--- src/rtl/pingpong_wr_ctrl.sv ---
// Write-side controller for the ping-pong async FIFO (wclk domain).
// Steers a valid/ready stream into two banks in bursts of 2^ADDRSIZE.
module pingpong_wr_ctrl #(
    parameter int DATASIZE = 8,
    parameter int ADDRSIZE = 4
) (
    input  logic                wclk,
    input  logic                rst_n,
    input  logic                in_valid,
    input  logic [DATASIZE-1:0] in_data,
    output logic                in_ready,
    output logic                w_stop,
    input  logic                wfull_0,
    input  logic                wfull_1,
    input  logic                bank_free_0,
    input  logic                bank_free_1,
    input  logic                flush,
    output logic                winc_0,
    output logic                winc_1,
    output logic [DATASIZE-1:0] wdata,
    output logic                bank_done_0,
    output logic                bank_done_1,
    output logic [ADDRSIZE:0]   done_len,
    output logic                cur_bank,
    output logic                ovf_err
);

    typedef enum logic [1:0] {
        WAIT0 = 2'b00,
        FILL0 = 2'b01,
        WAIT1 = 2'b10,
        FILL1 = 2'b11
    } state_t;

    localparam logic [ADDRSIZE:0] LAST = {1'b0, {ADDRSIZE{1'b1}}};

    state_t              state_q;
    logic [ADDRSIZE:0]   cnt_q;
    logic [ADDRSIZE:0]   cnt_d;
    logic                winc0_q;
    logic                winc1_q;
    logic [DATASIZE-1:0] wdata_q;
    logic                done0_q;
    logic                done1_q;
    logic [ADDRSIZE:0]   done_len_q;
    logic                ovf_q;

    logic filling;
    logic bank;
    logic wfull_cur;
    logic acc;
    logic close;

    // state encoding: bit0 = filling, bit1 = bank
    assign filling   = state_q[0];
    assign bank      = state_q[1];
    assign wfull_cur = bank ? wfull_1 : wfull_0;

    assign in_ready = filling & ~wfull_cur;
    assign w_stop   = ~in_ready;
    assign acc      = in_valid & in_ready;
    assign cnt_d    = cnt_q + {{ADDRSIZE{1'b0}}, acc};

    assign close = filling &
                   ((acc & (cnt_q == LAST)) |
                    (flush & (cnt_d != '0)));

    always_ff @(posedge wclk or negedge rst_n) begin
        if (!rst_n) begin
            state_q    <= WAIT0;
            cnt_q      <= '0;
            winc0_q    <= 1'b0;
            winc1_q    <= 1'b0;
            wdata_q    <= '0;
            done0_q    <= 1'b0;
            done1_q    <= 1'b0;
            done_len_q <= '0;
            ovf_q      <= 1'b0;
        end else begin
            winc0_q <= acc & ~bank;
            winc1_q <= acc & bank;
            if (acc)
                wdata_q <= in_data;
            done0_q <= close & ~bank;
            done1_q <= close & bank;
            if (close)
                done_len_q <= cnt_d;
            if (filling & wfull_cur & (cnt_q <= LAST))
                ovf_q <= 1'b1;
            cnt_q <= close ? '0 : cnt_d;
            unique case (state_q)
                WAIT0: if (bank_free_0) state_q <= FILL0;
                FILL0: if (close)
                    state_q <= bank_free_1 ? FILL1 : WAIT1;
                WAIT1: if (bank_free_1) state_q <= FILL1;
                FILL1: if (close)
                    state_q <= bank_free_0 ? FILL0 : WAIT0;
            endcase
        end
    end

    assign winc_0      = winc0_q;
    assign winc_1      = winc1_q;
    assign wdata       = wdata_q;
    assign bank_done_0 = done0_q;
    assign bank_done_1 = done1_q;
    assign done_len    = done_len_q;
    assign cur_bank    = bank;
    assign ovf_err     = ovf_q;

endmodule

--- config.mk ---
export PLATFORM = sky130hd
export DESIGN_NAME = pingpong_wr_ctrl
export DESIGN_NICKNAME = d
export VERILOG_FILES = /design/src/rtl/pingpong_wr_ctrl.sv
export SDC_FILE = /design/constraint.sdc
export NUM_CORES = 1
export LEC_CHECK = 0
export CAP_MARGIN = 5
export CORE_ASPECT_RATIO = 1.4
export CORE_MARGIN = 1.5
export CORE_UTILIZATION = 48
export DETAILED_ROUTE_END_ITERATION = 12
export PLACE_DENSITY = 0.9
export SYNTH_ARGS = -nofsm -noshare
export SYNTH_HDL_FRONTEND = slang
export SYNTH_SLANG_ARGS = --single-unit
--- constraint.sdc ---
create_clock -name wclk -period 6 [get_ports wclk]
set_input_delay 1.2 -clock wclk [delete_from_list [all_inputs] [get_ports wclk]]
set_output_delay 1.2 -clock wclk [all_outputs]
set_load 0.02 [all_outputs]
# Word level (Yosys, flattened, before mapping)
# Cells that the tools add are included.
# totals
ff_bits,25
inputBits,16
output_inout_bits,21
wordCells,46
# classes
addsub,1
magnitude_cmp,1
n_eq_ne,8
mux,9
bitwise,15
reduce_logical,3
# ops
operator,n
bitwise AND 1 bit,11
2-to-1 mux 2 bit,4
"!= test 2 bit, second input constant",4
one-hot mux 2 bit (4 select lines),1
adder 5 x 1 -> 5 bit,1
"== test 5 x 4 -> 1 bit, second input constant",1
"<= comparator 5 x 4 -> 1 bit, second input constant",1
2-to-1 mux 5 bit,1
nonzero test 5 bit,1
"== test 2 bit, second input constant",2
AND reduction 4 bit,1
2-to-1 mux 1 bit,3
NOT 1 bit,3
"== test 2 x 1 -> 1 bit, second input constant",1
zero test 2 bit,1
OR 1 bit,1

# Logic depth before layout (Yosys ltp)
# Gate-level depths: netlist of the first run.
# depth
word_depth,11
depth_mapped,11
mapped_depth_nobuf,9

# Worst setup path before layout of the first run
# OpenSTA, ideal clock, no wires.
# synth_path
path_kind,input to register
from,in wfull_1
to,reg done_len_q[2] (netlist: done_len[2])
setup_time_ns,0.125
arrival_ns,3.080
t_required_ns,5.875
setup_slack_ns,2.795
stages,11
path_buffers,2
path_cell_list,mux2i_1 > and2_1 > buf_2 > ha_1 > ha_1 > nor3_1 > a31o_1 > a31oi_4 > o21ai_2 > buf_6 > mux2_4
# synth_via
elab_chain_cells,9
elab_cells_between_ends,10
classes_between,add/sub: 1; mux: 1; bitwise: 7; reduce/logical: 1
# synth_rtl
element,line_no,text
start: declaration,14,"input logic wfull_1,"
2-to-1 mux 1 bit *,57,assign wfull_cur = bank ? wfull_1 : wfull_0;
NOT 1 bit *,59,assign in_ready = filling & ~wfull_cur;
bitwise AND 1 bit *,59,
bitwise AND 1 bit *,61,assign acc = in_valid & in_ready;
adder 5 x 1 -> 5 bit,62,"assign cnt_d = cnt_q + {{ADDRSIZE{1'b0}}, acc};"
nonzero test 5 bit,66,(flush & (cnt_d != '0)));
bitwise AND 1 bit,66,
OR 1 bit,65,((acc & (cnt_q == LAST)) |
bitwise AND 1 bit,64,assign close = filling &
end signal: assignment,87,done_len_q <= cnt_d;
end: declaration,45,logic [ADDRSIZE:0] done_len_q;
# Every way passes the cells marked *; elsewhere a longest branch is shown, timed or not.
# A chain may end at the register's enable or synchronous reset.

# Worst setup path in the final report of the first run
# layout_path
from,in wfull_0
to,out in_ready
# layout_via
elab_chain_cells,3
# layout_rtl
element,line_no,text
start: declaration,13,"input logic wfull_0,"
2-to-1 mux 1 bit,57,
NOT 1 bit,59,
bitwise AND 1 bit,59,
end: declaration,11,"output logic in_ready,"
# Every way passes these cells.

==> results.md, run 1 <==
* Area added between synthesis and finish at 34.19%
* Fill cells at 164
* Final instance area at 0.001567 sq mm
* Drt total wl at 2174 um
* Hold Path Class: register to register
* Fin. Hold Viols at 0
* Fmax at 0.2556 GHz
* Number of synthesized register bits at 25
* Final WS setup at 2.087 ns
* Commonest cells in the synthesized netlist: 25 x dfrtp_1, 11 x mux2_2, 8 x inv_1
* Worst Path Arrival at 2.71 ns
* Antenna cells at 0
* Syn_area_per_cell at 12.69 sq um
* Total global-route track usage at 17.19%
* Cells after Synth at 92
* Longest Clk Path Bufs at 2
* Drt first pass iters at 8
* CTS tree: built
* CTS clk-pin slew, worst paths at 0.13 ns
* Global placement routability congestion at 0.7398
* Slew Viols, Final at 0
* Most common cell in the netlist: dfrtp_1
* Core area at 0.002338 sq mm
* Initial Util at 49.92%
* Cells on Worst Hold Path at 2
* Number of CTS-inserted buffers at 3
* Req. time, crit path at 4.80 ns
* H-tree depth at 1
* Status: complete, but fails checks
* Crit path from: wfull_0
* Synth Cell Area at 0.001167 sq mm
* Wirelength per Cell at 14.21 um
* Routed Antenna Nets at 0
* Post-route insts no fill at 153
* Port buffer count at 36
* DR vias/cell at 5.281
* Largest net degree at the start of global routing at 26
* Post-CTS Hold Fix Bufs at 0
* Critical path launch point type: input pin
* Clock Latency Late Sink at 0.32 ns
* R2R Setup Slk at 2.91 ns
* Nets at 153
* Io pins at 37
* Relative slew margins at 30.16%
* Fraction of layout cells with a size suffix above 1 at 15.38%
* Core Rows at 21
* Worst VDD drop at 0.2941 mV
* Synth area leader: dfrtp_1
* Clock sink count at 25
* Max-cap violations at 0
* Global-route wire length before repair at 3394 um
* Async SR Flop Fraction at 100.0%
* Reg2Reg Launch Point: state_q[1]
* Post-CTS setup buffers at 0
* Leak at 0.7216 nW
* PwrDens at 464.9 mW/mm^2
* Final Skew at 0.008767 ns
* Root Buffer: clkbuf_4
* Hold path endpoint: ovf_err
* DP Wirelength at 1727 um
* Top-area cell type share of the netlist area at 53.59%
* Total number of vias at 808
* EDFF count, synth at 0
* RSZ-0062 raised after global routing: false
* Vias in the first global route at 802
* Synth Net Count at 114
* Die ar. at 0.002741 sq mm
* Critical path peak fanout at 4
* Cells resized by post-CTS repair at 0
* DR iter-0 viols at 21
* TNS Setup at 0 ns
* Hold_sp: ovf_err
* Top FF cell, synth: dfrtp_1
* Failing checks: DRC
* Dpl ws at 1.833 ns
* Inst Count DP at 149
* Final setup violation count at 0
* Seq/Total Area, Yosys at 53.59%
* Placed cell area at 0.001540 sq mm
* Initial antenna violation count at 0
* Slew @ Worst Pin at 1.044 ns
* Die height at 61.35 um
* Worst Reg-to-Reg Cells at 8
* Fin crit period at 3.913 ns
* Top post-synthesis cells by area: dfrtp_1 54%, mux2_2 11%, ha_1 6.4%
* Grt total ovfl at 0
* Synth cell types at 29
* CP Capture Type: output port
* Synth warnings at 0
* Crit Reg-Reg Endpoint: done_len[0]
* Hold_ws at 0.4903 ns
* Die W at 44.68 um
* DRC viols at 5
* Crit Path Category: input pin to output port
* Final Cycle Share at 65.21%
==> worst max path at each step <==
stage	end	slack (ns)
3_3_place_gp	done_len[1]	1.97
5_1_grt	in_ready	2.00
6_report	in_ready	2.09
4_1_cts	in_ready	2.07
2_1_floorplan	done_len[2]	2.80
3_5_place_dp	done_len[0]	1.83
==> cells by family after synthesis <==
| family | count (synthesis) | share of synthesized area (%) |
|---|---|---|
| multiplexers | 15 | 14.90 |
| AND/OR/NAND/NOR | 22 | 10.50 |
| AO/OA/AOI/OAI | 10 | 7.611 |
| buffers and inverters | 10 | 3.965 |
| XOR/XNOR | 4 | 3.002 |
| flip-flops | 25 | 53.59 |
| adder cells (fa/ha/maj) | 6 | 6.431 |
==> registers in the layout (all words and copies together), names as in the netlist <==
register and cells:
winc_1 1, bank_done_0 1, cnt_q 5, state_q 2
wdata 8, done_len 5, ovf_err 1, winc_0 1
bank_done_1 1
==> cells in the final DEF, fill, tap and decap left out, types with 3 or more instances in the layout <==
master            n
inv_1             8
ha_1              6
nor3_1            3
mux2_2           11
clkdlybuf4s50_1  36
nand2_1           3
nor2_1            4
and2_1            6
dfrtp_1          25
clkbuf_4          3
==> metal layers <==
| layer | global-route usage, % | part of all wire (%) | up-vias |
|---|---|---|---|
| li1 | - | - | 391 |
| met1 | 16.98 | 39 | 381 |
| met2 | 33.95 | 53 | 31 |
| met3 | 2.639 | 6.5 | 5 |
| met4 | 7.792 | 1.8 | 0 |
| met5 | 0 | 0 | - |
==> metrics by stage <==
| stage | util (%) | total power (W) |
|---|---|---|
| 6_report | 66.99 | 0.0007282 |
| 3_5_place_dp | 65.86 | 0.0006624 |
| 4_1_cts | 66.99 | 0.0007353 |
| 2_1_floorplan | - | 0.0005099 |
| 5_1_grt | 66.99 | 0.0007742 |
| 3_3_place_gp | 65.86 | 0.0006463 |
==> layout make-up <==
| cell class | instances | area [sq um] | share of cell area, % |
|---|---|---|---|
| clock buffer | 4 | 26.28 | 1.677 |
| inverter | 8 | 30.03 | 1.917 |
| multi-input combinational | 57 | 495.5 | 31.63 |
| sequential | 25 | 625.6 | 39.94 |
| tap | 23 | 28.78 | 1.837 |
| timing repair buffer | 36 | 360.3 | 23.00 |
==> critical path, cell delays in order <==
cell and delay [ns]:
clkdlybuf4s50_1 0.42, mux2i_1 0.26, and2_1 0.21, clkdlybuf4s50_1 0.62
==> power breakdown <==
part | internal [W] | total, W | switching [W]
Sequential | 0.000227 | 0.000269 | 0.0000425
Clock | 0.0000261 | 0.0000739 | 0.0000479
Combinational | 0.000201 | 0.000385 | 0.000184
(Power assumes the default switching activity.)
==> run 2, diff against run 1 <==
--- a/config.mk
+++ b/config.mk
@@ -8,9 +8,9 @@
 export CAP_MARGIN = 5
 export CORE_ASPECT_RATIO = 1.4
 export CORE_MARGIN = 1.5
-export CORE_UTILIZATION = 48
+export CORE_UTILIZATION = 45
 export DETAILED_ROUTE_END_ITERATION = 12
-export PLACE_DENSITY = 0.9
+export PLACE_DENSITY = 0.86
 export SYNTH_ARGS = -nofsm -noshare
 export SYNTH_HDL_FRONTEND = slang
 export SYNTH_SLANG_ARGS = --single-unit
==> constraint.sdc (replaced) <==
create_clock -name wclk -period 3.65 [get_ports wclk]
set_input_delay 0.73 -clock wclk [delete_from_list [all_inputs] [get_ports wclk]]
set_output_delay 0.73 -clock wclk [all_outputs]
set_load 0.02 [all_outputs]
==> run 2 against run 1 <==
The flow now finishes without violations. Utilization is 1.3 points lower. Register-to-register slack got worse by 2.0 ns. First-iteration DRC count down 33%. Clock skew about the same. Count of clock-buffer cells in the layout is the same. Hold slack improved by 0.0021 ns.
==> results.md, run 2 (synthesized netlist as in run 1, its figures left out) <==
* Core area at 0.002417 sq mm (+3.4%)
* Max-cap violations at 0 (unchanged)
* CTS clk-pin slew, worst paths at 0.13 ns (about the same)
* Io pins at 37 (unchanged)
* Final Cycle Share at 82.57%
* Hold Path Class: register to register
* Crit Reg-Reg Endpoint: done_len[1]
* Family with the most delay on the worst path: compound AO/OA/AOI/OAI gates
* Critical path peak fanout at 12 (+8)
* Fill cells at 202 (+23%)
* Slew @ Worst Pin at 1.018 ns (-0.02658 ns)
* Initial Util at 48.29% (-1.6 points)
* Initial antenna violation count at 0 (unchanged)
* Drt total wl at 2055 um (-5.5%)
* H-tree depth at 1 (unchanged)
* Fin. Hold Viols at 0 (unchanged)
* Area added between synthesis and finish at 36.01%
* Relative slew margins at 31.94% (+1.8 points)
* RSZ-0062 raised after global routing: false
* Status: finished, final reports clean
* Total global-route track usage at 17.27% (+0.088 points)
* Hold_ws at 0.4923 ns (+0.002053 ns)
* Crit-path cells: clkdlybuf4s50_1, mux2i_1, and2_1, ha_1, ha_1, nor3_1, a31o_1, a31oi_4, o21ai_2, mux2_2
* Worst Reg-to-Reg Cells at 8 (unchanged)
* Largest register FFs at 8 (unchanged)
* Core Rows at 21 (unchanged)
* Slew Viols, Final at 0 (unchanged)
* Hold_sp: ovf_err
* Worst path bufs/invs at 1 (-1)
* Area used by multi-input combinational logic at 495.5 sq um (unchanged)
* DP Wirelength at 1670 um (-3.3%)
* Worst setup endpoint: done_len[1]
* Vias in the first global route at 890 (+11%)
* Grt total ovfl at 0 (unchanged)
* CTS tree: built
* R2R Setup Slk at 0.89 ns (-2.02 ns)
* Cells resized by post-CTS repair at 0 (unchanged)
* Highest-count cells in the layout ignoring fill and taps: 36 x clkdlybuf4s50_1, 25 x dfrtp_1, 11 x mux2_2
* Fraction of layout cells with a size suffix above 1 at 16.03% (+0.65 points)
* Worst VDD drop at 0.5423 mV (+84%)
* Drt first pass iters at 3 (-5)
* Critical path launch point type: input pin
* Fin crit period at 3.014 ns
* Crit Path Category: input pin to register
* CP max stage delay at 0.48 ns (-0.14 ns)
* Die W at 46.05 um (+3.1%)
* Worst Path Arrival at 3.23 ns (+0.52 ns)
* Root Buffer: clkbuf_4
* CP Capture Type: register
* Clock Latency Late Sink at 0.31 ns (about the same)
* Number of CTS-inserted buffers at 3 (unchanged)
* Global-route wire length before repair at 3795 um (+12%)
* Die ar. at 0.002913 sq mm (+6.3%)
* Final setup violation count at 0 (unchanged)
* Post-CTS Hold Fix Bufs at 0 (unchanged)
* Global placement routability congestion at 0.8163 (+10%)
* Nets at 154 (+0.65%)
* Worst path depth at 10 (+6)
* Cell mode on critical path: ha_1
* DRC viols at 0 (-5)
* TNS Setup at 0 ns (unchanged)
* Leak at 0.7269 nW (+0.73%)
* Register area at 625.6 sq um (unchanged)
* Routed Antenna Nets at 0 (unchanged)
* Fmax at 0.3318 GHz
* Total number of vias at 825 (+2.1%)
* Wirelength per Cell at 12.45 um (-12%)
* Post-CTS setup buffers at 0 (unchanged)
* Die height at 63.27 um (+3.1%)
* Longest Clk Path Bufs at 2 (unchanged)
* Clock sink count at 25 (unchanged)
* Port buffer count at 36 (unchanged)
* CP max stage cell: clkdlybuf4s50_1
* Req. time, crit path at 3.86 ns (-0.94 ns)
* DR iter-0 viols at 14 (-33%)
* Reg2Reg Launch Point: state_q[1]
* Most common cell after layout, fill and taps aside: clkdlybuf4s50_1
* PwrDens at 751.2 mW/mm^2 (+62%)
* Antenna cells at 0 (unchanged)
* Largest net degree at the start of global routing at 26 (unchanged)
* Final Skew at 0.009242 ns (+0.0004748 ns)
* DR vias/cell at 5.000 (-5.3%)
* Crit path from: wfull_1
* Post-layout util at 65.68% (-1.3 points)
## run 2: changes by cell type in the layout (fill, tap and decap cells not counted), sizes merged
| cell | before | now |
|---|---|---|
| buf | 0 | 1 |
## run 2: worst min-delay path by stage
stage,endpoint,depth (start not counted),slack [ns]
final,ovf_err,2,0.49
after floorplan,bank_done_0,0,0.43
after global placement,ovf_err,2,0.46
after global routing,wdata[5],1,0.54
after detailed placement,ovf_err,2,0.47
after CTS,ovf_err,2,0.50
## run 2: cell type report
type,count,share of cell area (%)
timing repair buffer,37,23.17
multi-input combinational,57,31.21
inverter,8,1.891
tap,34,2.679
sequential,25,39.40
clock buffer,4,1.655
## run 2: worst min-delay path, cell delays in order, from the launching register on
cell and delay [ns]:
dfrtp_1 0.38, inv_1 0.04, o31ai_1 0.05
## run 2: report_power, final
group          switching [W]  internal (W)  total [W]
sequential         0.0000700      0.000373   0.000443
clock              0.0000743     0.0000427   0.000117
combinational       0.000299      0.000333   0.000632
total               0.000444      0.000749    0.00119
## run 2: per-layer routing
metal | vias to the layer above | global-route usage, % | routed length, um | part of all wire, %
met1 | 393 | 19.51 | 836 | 41
met5 | - | 0 | 0 | 0
met2 | 32 | 31.08 | 1080 | 53
met4 | 0 | 5.357 | 32 | 1.6
li1 | 395 | - | - | -
met3 | 5 | 2.865 | 106 | 5.2
## run 2: per-stage QoR
stage                     area, sq um  worst slack, ns  cells  total power [W]
after global routing             1588           0.4108    165         0.001289
after detailed placement         1562           0.2720    161         0.001089
after floorplan                  1167           0.9153     92        0.0008382
after CTS                        1588           0.5982    165         0.001206
final                            1588           0.6362    165         0.001193
after global placement           1562           0.3762    161         0.001064
==> run 3, diff against run 2 <==
==> constraint.sdc (replaced) <==
create_clock -name wclk -period 3.1 [get_ports wclk]
set_input_delay 0.62 -clock wclk [delete_from_list [all_inputs] [get_ports wclk]]
set_output_delay 0.62 -clock wclk [all_outputs]
set_load 0.02 [all_outputs]
==> run 3 against run 2 <==
Setup slack got worse by 0.31 ns. First-iteration DRC count decreased by 14%. Total power rose by 20%. Sequential power up 18%. Sequential cell count unchanged. Via count unchanged. Design area up 2.1%. Largest power group unchanged. Highest routed layer unchanged.
==> results.md, run 3 (synthesized netlist as in run 1, its figures left out) <==
* Clock Latency Late Sink at 0.32 ns (about the same)
* Die W at 46.05 um (unchanged)
* Routed Antenna Nets at 0 (unchanged)
* DR vias/cell at 4.882 (-2.4%)
* Io pins at 37 (unchanged)
* Post-CTS setup buffers at 0 (unchanged)
* Relative slew margins at 78.46% (+47 points)
* Crit Reg-Reg Endpoint: done_len[0]
* Final Cycle Share at 89.35%
* Fraction of layout cells with a size suffix above 1 at 19.26% (+3.2 points)
* Hold_ws at 0.5035 ns (+0.01117 ns)
* Post-CTS Hold Fix Bufs at 0 (unchanged)
* Largest net degree at the start of global routing at 26 (unchanged)
* Grt total ovfl at 0 (unchanged)
* Largest register FFs at 8 (unchanged)
* Max-cap violations at 0 (unchanged)
* Hold Path Class: register to register
* Global placement routability congestion at 0.8451 (+3.5%)
* Total number of vias at 825 (unchanged)
* Total global-route track usage at 17.51% (+0.23 points)
* Antenna cells at 0 (unchanged)
* R2R Setup Slk at 0.47 ns (-0.42 ns)
* Port buffer count at 36 (unchanged)
* Nets at 158 (+2.6%)
* DR iter-0 viols at 12 (-2)
* Area added between synthesis and finish at 38.91%
* Cells resized by post-CTS repair at 0 (unchanged)
* Fmax at 0.3610 GHz
* Worst Path Arrival at 2.99 ns (-0.24 ns)
* CTS tree: built
* Initial Util at 48.29% (unchanged)
* Final instance area at 0.001622 sq mm (+2.1%)
* Crit Path Category: input pin to register
* Worst Reg-to-Reg Cells at 9 (+1)
* Reg2Reg Launch Point: state_q[1]
* RSZ-0062 raised after global routing: false
* Number of CTS-inserted buffers at 3 (unchanged)
* Die height at 63.27 um (unchanged)
* Core area at 0.002417 sq mm (unchanged)
* Drt total wl at 2181 um (+6.1%)
* Status: finished, final reports clean
* Slew @ Worst Pin at 0.3220 ns (-0.6958 ns)
* Worst VDD drop at 0.6516 mV (+20%)
* CTS clk-pin slew, worst paths at 0.13 ns (about the same)
* CP Capture Type: register
* Cells on Worst Hold Path at 2 (unchanged)
* H-tree depth at 1 (unchanged)
* Leak at 0.7446 nW (+2.4%)
* Placed cell area at 0.001592 sq mm (+1.9%)
* DRC viols at 0 (unchanged)
* Req. time, crit path at 3.32 ns (-0.54 ns)
* Vias in the first global route at 848 (-4.7%)
* PwrDens at 882.0 mW/mm^2 (+17%)
* Critical path launch point type: input pin
* Hold path endpoint: ovf_err
* Drt first pass iters at 4 (+1)
* Final Skew at 0.006211 ns (-0.003031 ns)
* Core Rows at 21 (unchanged)
* Root Buffer: clkbuf_4
* Die ar. at 0.002913 sq mm (unchanged)
* DP Wirelength at 1753 um (+5.0%)
* Most common cell after layout, fill and taps aside: clkdlybuf4s50_1
* Critical path peak fanout at 10 (-2)
* Initial antenna violation count at 0 (unchanged)
* Final setup violation count at 0 (unchanged)
* Hold_sp: ovf_err
* Longest Clk Path Bufs at 2 (unchanged)
* Fin. Hold Viols at 0 (unchanged)
* Wirelength per Cell at 12.91 um (+3.6%)
* Slew Viols, Final at 0 (unchanged)
* Global-route wire length before repair at 3719 um (-2.0%)
* Clock sink count at 25 (unchanged)
* Highest-count cells in the layout ignoring fill and taps: 36 x clkdlybuf4s50_1, 25 x dfrtp_1, 11 x mux2_2
* Fin crit period at 2.770 ns
run 3: where the power goes:
| part | total, W | switching [W] | internal (W) |
|---|---|---|---|
| clock | 0.000148 | 0.0000981 | 0.0000494 |
| combinational | 0.000758 | 0.000358 | 0.000401 |
| sequential | 0.000524 | 0.0000850 | 0.000439 |
run 3: metal layers:
metal	global-route usage (%)	up-vias	share of wire [%]
met1	20.11	385	42
met2	29.69	32	50
met5	0	-	0
li1	-	404	-
met4	9.643	0	2.5
met3	2.006	4	5.5
run 3: critical path, cell delays in order:
cell and delay (ns):
clkdlybuf4s50_1 0.49, mux2i_1 0.12, and2_1 0.19, ha_1 0.20, ha_1 0.21, nor3_1 0.13
a31o_1 0.18, a31oi_4 0.11, o21ai_2 0.19, buf_4 0.20, mux2_2 0.34
run 3: metrics by stage:
step / total power (W) / cells / util, % / setup WS (ns) / setup TNS [ns]
global placement: 0.001261 / 165 / 65.84 / 0.06890 / 0
detailed placement: 0.001300 / 165 / 65.84 / -0.02048 / -0.03922
global route: 0.001539 / 169 / 67.08 / 0.2143 / 0
floorplan: 0.0009869 / 92 / - / 0.4553 / 0
CTS: 0.001447 / 169 / 67.08 / 0.3403 / 0
finish: 0.001430 / 169 / 67.08 / 0.3301 / 0
run 3: final cells by class:
type,instances,area [sq um]
Clock inverter,1,7.507
Fill cell,198,795.8
Sequential cell,25,625.6
Multi-Input combinational cell,57,495.5
Clock buffer,3,22.52
Timing Repair Buffer,41,397.9
Tap cell,34,42.54
Inverter,8,30.03
run 3: worst max path at each step:
stage                     from           to  slack [ns]  cells after the start
floorplan           state_q[1]  done_len[2]        0.46                     11
global placement       wfull_1  done_len[1]        0.07                     11
detailed placement     wfull_1  done_len[1]       -0.02                     10
CTS                    wfull_1  done_len[0]        0.34                     11
global route           wfull_1  done_len[0]        0.21                     10
finish                 wfull_1  done_len[0]        0.33                     11
